**config.mk**
```make
export PLATFORM = sky130hd
export DESIGN_NAME = psum_drain_collector
export DESIGN_NICKNAME = d
export VERILOG_FILES = /design/src/rtl/psum_drain_collector.sv
export SDC_FILE = /design/constraint.sdc
export NUM_CORES = 1
export LEC_CHECK = 0
export ABC_AREA = 1
export CORE_MARGIN = 2
export CORE_UTILIZATION = 60
export CTS_BUF_LIST = sky130_fd_sc_hd__clkbuf_8
export DETAILED_ROUTE_END_ITERATION = 16
export PLACE_DENSITY = 0.85
export SETUP_SLACK_MARGIN = 0.1
export SLEW_MARGIN = 20
export SYNTH_ARGS = -nofsm -noshare
export SYNTH_HDL_FRONTEND = slang
export SYNTH_SLANG_ARGS = --single-unit
```
**constraint.sdc**
```tcl
create_clock -name clk -period 13.4 [get_ports clk]
set_input_delay 1.34 -clock clk [delete_from_list [all_inputs] [get_ports clk]]
set_output_delay 1.34 -clock clk [all_outputs]
set_load 0.01 [all_outputs]
```
**src/rtl/psum_drain_collector.sv**
```systemverilog
// Drain collector for the bottom row of the systolic array: deskews the column
// streams, requantizes each aligned row vector and queues it behind a valid/ready port.
module psum_drain_collector #(
    parameter int NUM_COLS    = 4,
    parameter int ACCUM_WIDTH = 24,
    parameter int OUT_WIDTH   = 8,
    parameter int FIFO_DEPTH  = 4,
    parameter int CNT_WIDTH   = 16
) (
    input  logic                            clk,
    input  logic                            rst,
    input  logic                            ext_enable,
    output logic                            array_enable,
    input  logic [NUM_COLS*ACCUM_WIDTH-1:0] col_psum_in,
    input  logic [NUM_COLS-1:0]             col_valid_in,
    input  logic [4:0]                      shift_amt,
    input  logic                            relu_en,
    input  logic [CNT_WIDTH-1:0]            rows_expected,
    output logic [NUM_COLS*OUT_WIDTH-1:0]   out_data,
    output logic                            out_valid,
    input  logic                            out_ready,
    output logic                            frame_done,
    output logic                            skew_error
);

    localparam int AW    = ACCUM_WIDTH;
    localparam int OW    = OUT_WIDTH;
    localparam int VW    = NUM_COLS * OUT_WIDTH;
    localparam int PTR_W = (FIFO_DEPTH > 1) ? $clog2(FIFO_DEPTH) : 1;

    localparam logic signed [AW:0] SAT_MAX = (AW+1)'((2 ** (OW - 1)) - 1);
    localparam logic signed [AW:0] SAT_MIN = (AW+1)'(-(2 ** (OW - 1)));

    logic [AW-1:0]       dsk_psum [NUM_COLS];
    logic [NUM_COLS-1:0] dsk_valid;
    logic                all_valid;
    logic                any_valid;
    logic                push;
    logic                pop;
    logic [VW-1:0]       rq_vec;

    logic [VW-1:0]        mem_q [FIFO_DEPTH];
    logic [PTR_W-1:0]     wr_ptr_q, wr_ptr_d;
    logic [PTR_W-1:0]     rd_ptr_q, rd_ptr_d;
    logic [PTR_W:0]       count_q, count_d;
    logic [CNT_WIDTH-1:0] row_cnt_q, row_cnt_d;
    logic                 frame_done_q, frame_done_d;
    logic                 skew_q, skew_d;

    // Enable is a function of registered occupancy only, so a consumer stall
    // can never combinationally reach back into the array.
    assign array_enable = ext_enable & ~rst & (count_q < (PTR_W+1)'(FIFO_DEPTH));

    // Column c is delayed by NUM_COLS-1-c stages so all lanes line up with the last column.
    for (genvar c = 0; c < NUM_COLS; c++) begin : g_col
        localparam int D = NUM_COLS - 1 - c;
        if (D == 0) begin : g_direct
            assign dsk_psum[c]  = col_psum_in[c*AW +: AW];
            assign dsk_valid[c] = col_valid_in[c];
        end else begin : g_dly
            logic [AW-1:0] psum_q [D];
            logic [D-1:0]  valid_q;

            always_ff @(posedge clk or posedge rst) begin
                if (rst) begin
                    for (int i = 0; i < D; i++) psum_q[i] <= '0;
                    valid_q <= '0;
                end else if (array_enable) begin
                    psum_q[0]  <= col_psum_in[c*AW +: AW];
                    valid_q[0] <= col_valid_in[c];
                    for (int i = 1; i < D; i++) begin
                        psum_q[i]  <= psum_q[i-1];
                        valid_q[i] <= valid_q[i-1];
                    end
                end
            end

            assign dsk_psum[c]  = psum_q[D-1];
            assign dsk_valid[c] = valid_q[D-1];
        end
    end

    assign all_valid = &dsk_valid;
    assign any_valid = |dsk_valid;
    assign push      = array_enable & all_valid;
    assign out_valid = (count_q != '0);
    assign pop       = out_valid & out_ready;

    // One extra bit of headroom keeps the rounding add from wrapping.
    function automatic logic [OW-1:0] requant(input logic [AW-1:0] psum,
                                              input logic [4:0]    sh,
                                              input logic          relu);
        logic signed [AW:0] x;
        logic signed [AW:0] half;
        x    = signed'({psum[AW-1], psum});
        half = '0;
        if (sh != 5'd0) begin
            half = signed'((AW+1)'(1) << (sh - 5'd1));
            x    = (x + half) >>> sh;
        end
        if (relu && x[AW]) x = '0;
        if (x > SAT_MAX) return SAT_MAX[OW-1:0];
        if (x < SAT_MIN) return SAT_MIN[OW-1:0];
        return x[OW-1:0];
    endfunction

    always_comb begin
        rq_vec = '0;
        for (int c = 0; c < NUM_COLS; c++) begin
            rq_vec[c*OW +: OW] = requant(dsk_psum[c], shift_amt, relu_en);
        end
    end

    always_comb begin
        wr_ptr_d = wr_ptr_q;
        rd_ptr_d = rd_ptr_q;
        count_d  = count_q;
        if (push) wr_ptr_d = wr_ptr_q + PTR_W'(1);
        if (pop)  rd_ptr_d = rd_ptr_q + PTR_W'(1);
        case ({push, pop})
            2'b10:   count_d = count_q + (PTR_W+1)'(1);
            2'b01:   count_d = count_q - (PTR_W+1)'(1);
            default: count_d = count_q;
        endcase
    end

    // A partial set of deskewed valids means the upstream skew is broken; the vector is dropped.
    always_comb begin
        skew_d       = skew_q;
        row_cnt_d    = row_cnt_q;
        frame_done_d = 1'b0;
        if (array_enable && any_valid && !all_valid) skew_d = 1'b1;
        if (push && (rows_expected != '0)) begin
            if ((row_cnt_q + CNT_WIDTH'(1)) >= rows_expected) begin
                row_cnt_d    = '0;
                frame_done_d = 1'b1;
            end else begin
                row_cnt_d = row_cnt_q + CNT_WIDTH'(1);
            end
        end
    end

    always_ff @(posedge clk or posedge rst) begin
        if (rst) begin
            for (int i = 0; i < FIFO_DEPTH; i++) mem_q[i] <= '0;
            wr_ptr_q     <= '0;
            rd_ptr_q     <= '0;
            count_q      <= '0;
            row_cnt_q    <= '0;
            frame_done_q <= 1'b0;
            skew_q       <= 1'b0;
        end else begin
            if (push) mem_q[wr_ptr_q] <= rq_vec;
            wr_ptr_q     <= wr_ptr_d;
            rd_ptr_q     <= rd_ptr_d;
            count_q      <= count_d;
            row_cnt_q    <= row_cnt_d;
            frame_done_q <= frame_done_d;
            skew_q       <= skew_d;
        end
    end

    assign out_data   = mem_q[rd_ptr_q];
    assign frame_done = frame_done_q;
    assign skew_error = skew_q;

endmodule

```
Yosys cells after proc, flatten, opt, wreduce, memory -nomap -nowiden:

Cells that the tools add are included.

* register bits: 303
* input bits: 126
* output and inout port bits: 36
* logic and storage cells: 117

* add/sub/neg operators: 10
* order comparisons: 13
* equality and inequality tests: 2
* shift-type cells: 5
* multiplexer cells: 46
* bitwise logic cells: 7
* reductions and logical operators: 15

Operator list (count)
* $mux 25: 8
* $bwmux 128: 1
* $mux 8: 16
* $add 24x25->25: 4
* $gt 25x8->1 const B: 4
* $lt 25x8->1 const B: 4
* $sshr 25x5->25: 4
* $mux 32: 3
* $bmux 32 s2: 1
* $demux 32 s2: 1
* $shl 1x5->25 const A: 1
* $add 16x1->16 const B: 1
* $ge 16x16->1: 1
* $mux 16: 1
* $reduce_bool 16->1: 1
* $mux 1: 14
* $logic_and 1x1->1: 8
* $ge 3x3->1 const B: 2
* $not 2->3: 2
* $pmux 3 s2: 1
* $reduce_bool 5->1: 1
* $sub 5x1->5 const B: 1
* $add 2x1->2 const B: 2
* $and 1x1->1: 4
* other kinds (12): 12

Depth between registers and ports, before layout:

* depth in word-level cells: 13
* mapped depth: 39

Least setup slack after synthesis:

Ideal clock, no wire load.

* path type: input-to-output
* start point: input port rst
* end point: output port array_enable
* arrival time: 9083 ps
* data required time: 12060 ps
* setup slack: 2977 ps
* cell stages on the path: 6
* buffers on the path: 3
* cells stage by stage: inv_1 nand3_1 clkbuf_1 inv_1 clkbuf_1 clkbuf_1

* cells in the longest elaborated chain, start to end: 3

RTL lines
* from (decl): line 11 `input logic rst,`
* $not 1->1: line 52 `assign array_enable = ext_enable & ~rst & (count_q < (PTR_W+1)'(FIFO_DEPTH));`
* $and 1x1->1 (2 in series): line 52
* to (decl): line 13 `output logic array_enable,`

No other way between the ends.

Worst setup path after layout:

* start point: input port shift_amt[0]
* end point: register mem_q[40] in the netlist's numbering

* cells in the longest elaborated chain, start to end: 13
* elaborated cells between the ends (all ways): 17

RTL lines
* from (decl): line 16 `input logic [4:0] shift_amt,`
* $sub 5x1->5: line 98 `half = signed'((AW+1)'(1) << (sh - 5'd1));`
* $shl 1x5->25: line 98
* $add 24x25->25: line 99 `x = (x + half) >>> sh;`
* $sshr 25x5->25: line 99
* $mux 25 (*): line 97 `if (sh != 5'd0) begin`
* $logic_and 1x1->1: line 101 `if (relu && x[AW]) x = '0;`
* $mux 25 (*): line 101
* $lt 25x8->1: line 103 `if (x < SAT_MIN) return SAT_MIN[OW-1:0];`
* $mux 1 (2 in series): line 103
* $mux 8: line 104 `return x[OW-1:0];`
* $mux 8 (*): line 103
* $bwmux 128 (*): line 153 `if (push) mem_q[wr_ptr_q] <= rq_vec;`
* to (signal, indexed assignment): line 153
* to (decl): line 42 `logic [VW-1:0] mem_q [FIFO_DEPTH];`

Every way passes the cells marked *; elsewhere a longest branch is shown, timed or not. The select of a mux whose other input is x is not followed.
A chain may end at the register's enable or synchronous reset.

==> impl_metrics.env <==
export IMPL_core_mm2=0.0453
export IMPL_hold_viol=0
export IMPL_tritoncts="built"
export IMPL_antenna_found_initial=1
export IMPL_grt_max_degree=123
export IMPL_r2r_start="dsk_psum[64]"
export IMPL_ant_nets=0
export IMPL_tightest_slew_ps=1280
export IMPL_rrSetupSlack_ps=9090
export IMPL_clk_path_buf_depth=3
export IMPL_syn_inst=4660
export IMPL_reg2reg_to="mem_q[40]"
export IMPL_die_width_um=218
export IMPL_holdWs_ps=464
export IMPL_synth_xor_area_share=0.0153
export IMPL_antenna_cells=0
export IMPL_io_buffers=161
export IMPL_drc=0
export IMPL_path_common_cell="nand2_1"
export IMPL_row_count=78
export IMPL_multiInputGateArea_mm2=0.0174
export IMPL_gp_congestion=1.09
export IMPL_status="complete, no violations"
export IMPL_place_ws_ps=5440
export IMPL_max_cap_violations=0
export IMPL_synth_flop_cell="dfrtp_1"
export IMPL_syn2layout_area_growth_pct=10.3
export IMPL_critPathKind="primary input to register"
export IMPL_min_from="g_col[0].g_dly.psum_q[64]"
export IMPL_grt_pass1_wl_um=162000
export IMPL_dp_cells=5256
export IMPL_p_total_mw=4.58
export IMPL_cp_max_fo=52
export IMPL_startpoint_type="primary input"
export IMPL_gr_total_overflow=0
export IMPL_max_freq_mhz=128
export IMPL_hold_end="g_col[0].g_dly.psum_q[40]"
export IMPL_drive_gt1_frac=0.0535
export IMPL_yosysSeqAreaShare=0.276
export IMPL_tns_ps=0
export IMPL_required_ps=13920
export IMPL_via_count=32100
export IMPL_final_period_utilization=0.582
export IMPL_start_util=0.607
export IMPL_ys_warn_count=0
export IMPL_holdPathStages=2
export IMPL_clockRootBuffer="clkbuf_8"
export IMPL_slew_viol_final=0
export IMPL_avgRoutedWirePerCell_um=19.6
export IMPL_path_clk_slew_ps=60
export IMPL_synth_edff_count=0
export IMPL_finalCriticalPeriod_ps=7800
export IMPL_drt_iter0_markers=4660
export IMPL_post_cts_resized=0
export IMPL_setup_viol=0
export IMPL_synth_mux_area_fraction=0.00255
export IMPL_p_per_area_mw_per_mm2=151
export IMPL_final_cell_mix="nand2_1 (1,803), nand3_1 (701), inv_1 (449)"
export IMPL_routed_wirelength_um=105000
export IMPL_cts_made_buffers=51
export IMPL_track_usage=0.437
export IMPL_min_delay_path_class="register to register"
export IMPL_synthArstFlopShare=1.00
export IMPL_ioPinCount=162
export IMPL_peakVddDrop_uv=127
export IMPL_ys_ff_latch=303
export IMPL_skew_ps=71.6
export IMPL_num_fill_cells=4272
export IMPL_hpwlAfterDp_um=77500
export IMPL_cts_num_sinks=303
export IMPL_synth_compound_area_frac=0.109
export IMPL_fp_dieArea_mm2=0.0476
export IMPL_synth_top_family_by_area="simple AND/OR/NAND/NOR gates"
export IMPL_cp_end_kind="register"
export IMPL_cp_slowest_cell="nor3_2"
export IMPL_via_per_inst=6.01
export IMPL_avgSynthCellArea_um2=5.90
export IMPL_netlist_cell_type_count=54
export IMPL_slowest_delay_ps=1050
export IMPL_finalWorstSetupSlack_ps=5600
export IMPL_ctsHoldBuffers=0
export IMPL_h_tree_depth=2
export IMPL_seqCellArea_mm2=0.00758
export IMPL_p_leak_nw=16.3
export IMPL_r2r_cells=21
export IMPL_rsz0062_at_grt="false"
export IMPL_yosys_area_share_simple=0.474
export IMPL_die_y_um=218
export IMPL_crit_arrival_ps=8330
export IMPL_firstDrtPassIters=7
export IMPL_synth_adder_area_share=0.0289
export IMPL_synth_area_mm2=0.0275
export IMPL_clock_latency_ps=700
export IMPL_nets=4898
export IMPL_first_global_vias=29300
export IMPL_syn_num_nets=4849
export IMPL_stdcell_count=5344
export IMPL_postCtsSetupBuffers=0
export IMPL_relSlewSlack=0.143
export IMPL_final_common_cell="nand2_1"
-- where the power goes --
| part | internal [mW] | switching (mW) | leakage, nW |
|---|---|---|---|
| clock | 0.458 | 0.408 | 0.583 |
| sequential | 1.18 | 0.247 | 3.94 |
| combinational | 0.765 | 1.52 | 11.8 |
| total | 2.40 | 2.18 | 16.3 |
-- per-layer routing --
metal | routed length (µm) | part of all wire | track usage
met1 | 42400 | 0.40 | 0.598
met2 | 42000 | 0.40 | 0.622
met3 | 13300 | 0.13 | 0.115
met4 | 7020 | 0.067 | 0.250
met5 | 12 | 0.00011 | 0
-- critical path: cells and delay by family --
kind	cells	cell delay, ps
and+or+nand+nor	20	3950
adders and majority gates	1	460
buffers and inverters	6	2190
AOI/OAI and AO/OA	2	350
-- final cells by class --
cell class | count | share of cell area
clock inverters | 26 | 0.00615
clock buffers | 62 | 0.0281
repair buffers | 191 | 0.0601
inverters | 457 | 0.0572
well taps | 600 | 0.0248
multi-input cells | 3705 | 0.574
flip-flops and latches | 303 | 0.250
-- flip-flops by register name (all words and copies together), names as in the netlist --
register / cells
count_q: 3
dsk_psum: 48
frame_done: 1
g_col.g_dly.psum_q: 96
g_col.g_dly.valid_q: 6
mem_q: 128
rd_ptr_q: 2
row_cnt_q: 16
skew_error: 1
wr_ptr_q: 2
-- worst max-delay path by stage --
stage | depth (start not counted) | startpoint | slack [ps] | to
2_1_floorplan | 6 | rst | 2980 | array_enable
3_3_place_gp | 24 | shift_amt[0] | 5580 | mem_q[44]
3_5_place_dp | 29 | shift_amt[0] | 5440 | mem_q[40]
4_1_cts | 29 | shift_amt[0] | 6070 | mem_q[40]
5_1_grt | 29 | shift_amt[0] | 5310 | mem_q[40]
6_report | 29 | shift_amt[0] | 5600 | mem_q[40]
-- cells by family after synthesis --
logic type | count (synthesis)
AO/OA/AOI/OAI | 546
XOR/XNOR | 48
adder cells (fa/ha/maj) | 63
buffers and inverters | 652
flip-flops | 303
multiplexers | 7
AND/OR/NAND/NOR | 3041
-- Yosys cell counts, types with 19 or more instances --
cell | n | area [µm²]
buf_2 | 30 | 150
dfrtp_1 | 303 | 7580
nor2_2 | 19 | 119
nand4_1 | 57 | 357
xor2_1 | 38 | 333
a21oi_1 | 136 | 681
nand2_1 | 1803 | 6770
buf_1 | 43 | 161
o21ai_0 | 266 | 1330
inv_1 | 437 | 1640
nor2_1 | 307 | 1150
clkbuf_1 | 107 | 402
nand2_2 | 51 | 319
o22ai_1 | 34 | 213
ha_1 | 62 | 776
o21ai_1 | 26 | 130
nand3_1 | 702 | 3510
nor3_1 | 36 | 180
a211oi_1 | 19 | 143
-- through the flow --
stage                     instance area, µm²  utilization
after CTS                              30300        0.669
after detailed placement               29300        0.646
after global placement                 29300        0.646
after global routing                   30300        0.669
after floorplan                        27500            -
final                                  30300        0.669
No activity file was read; power rests on OpenSTA's default activity.
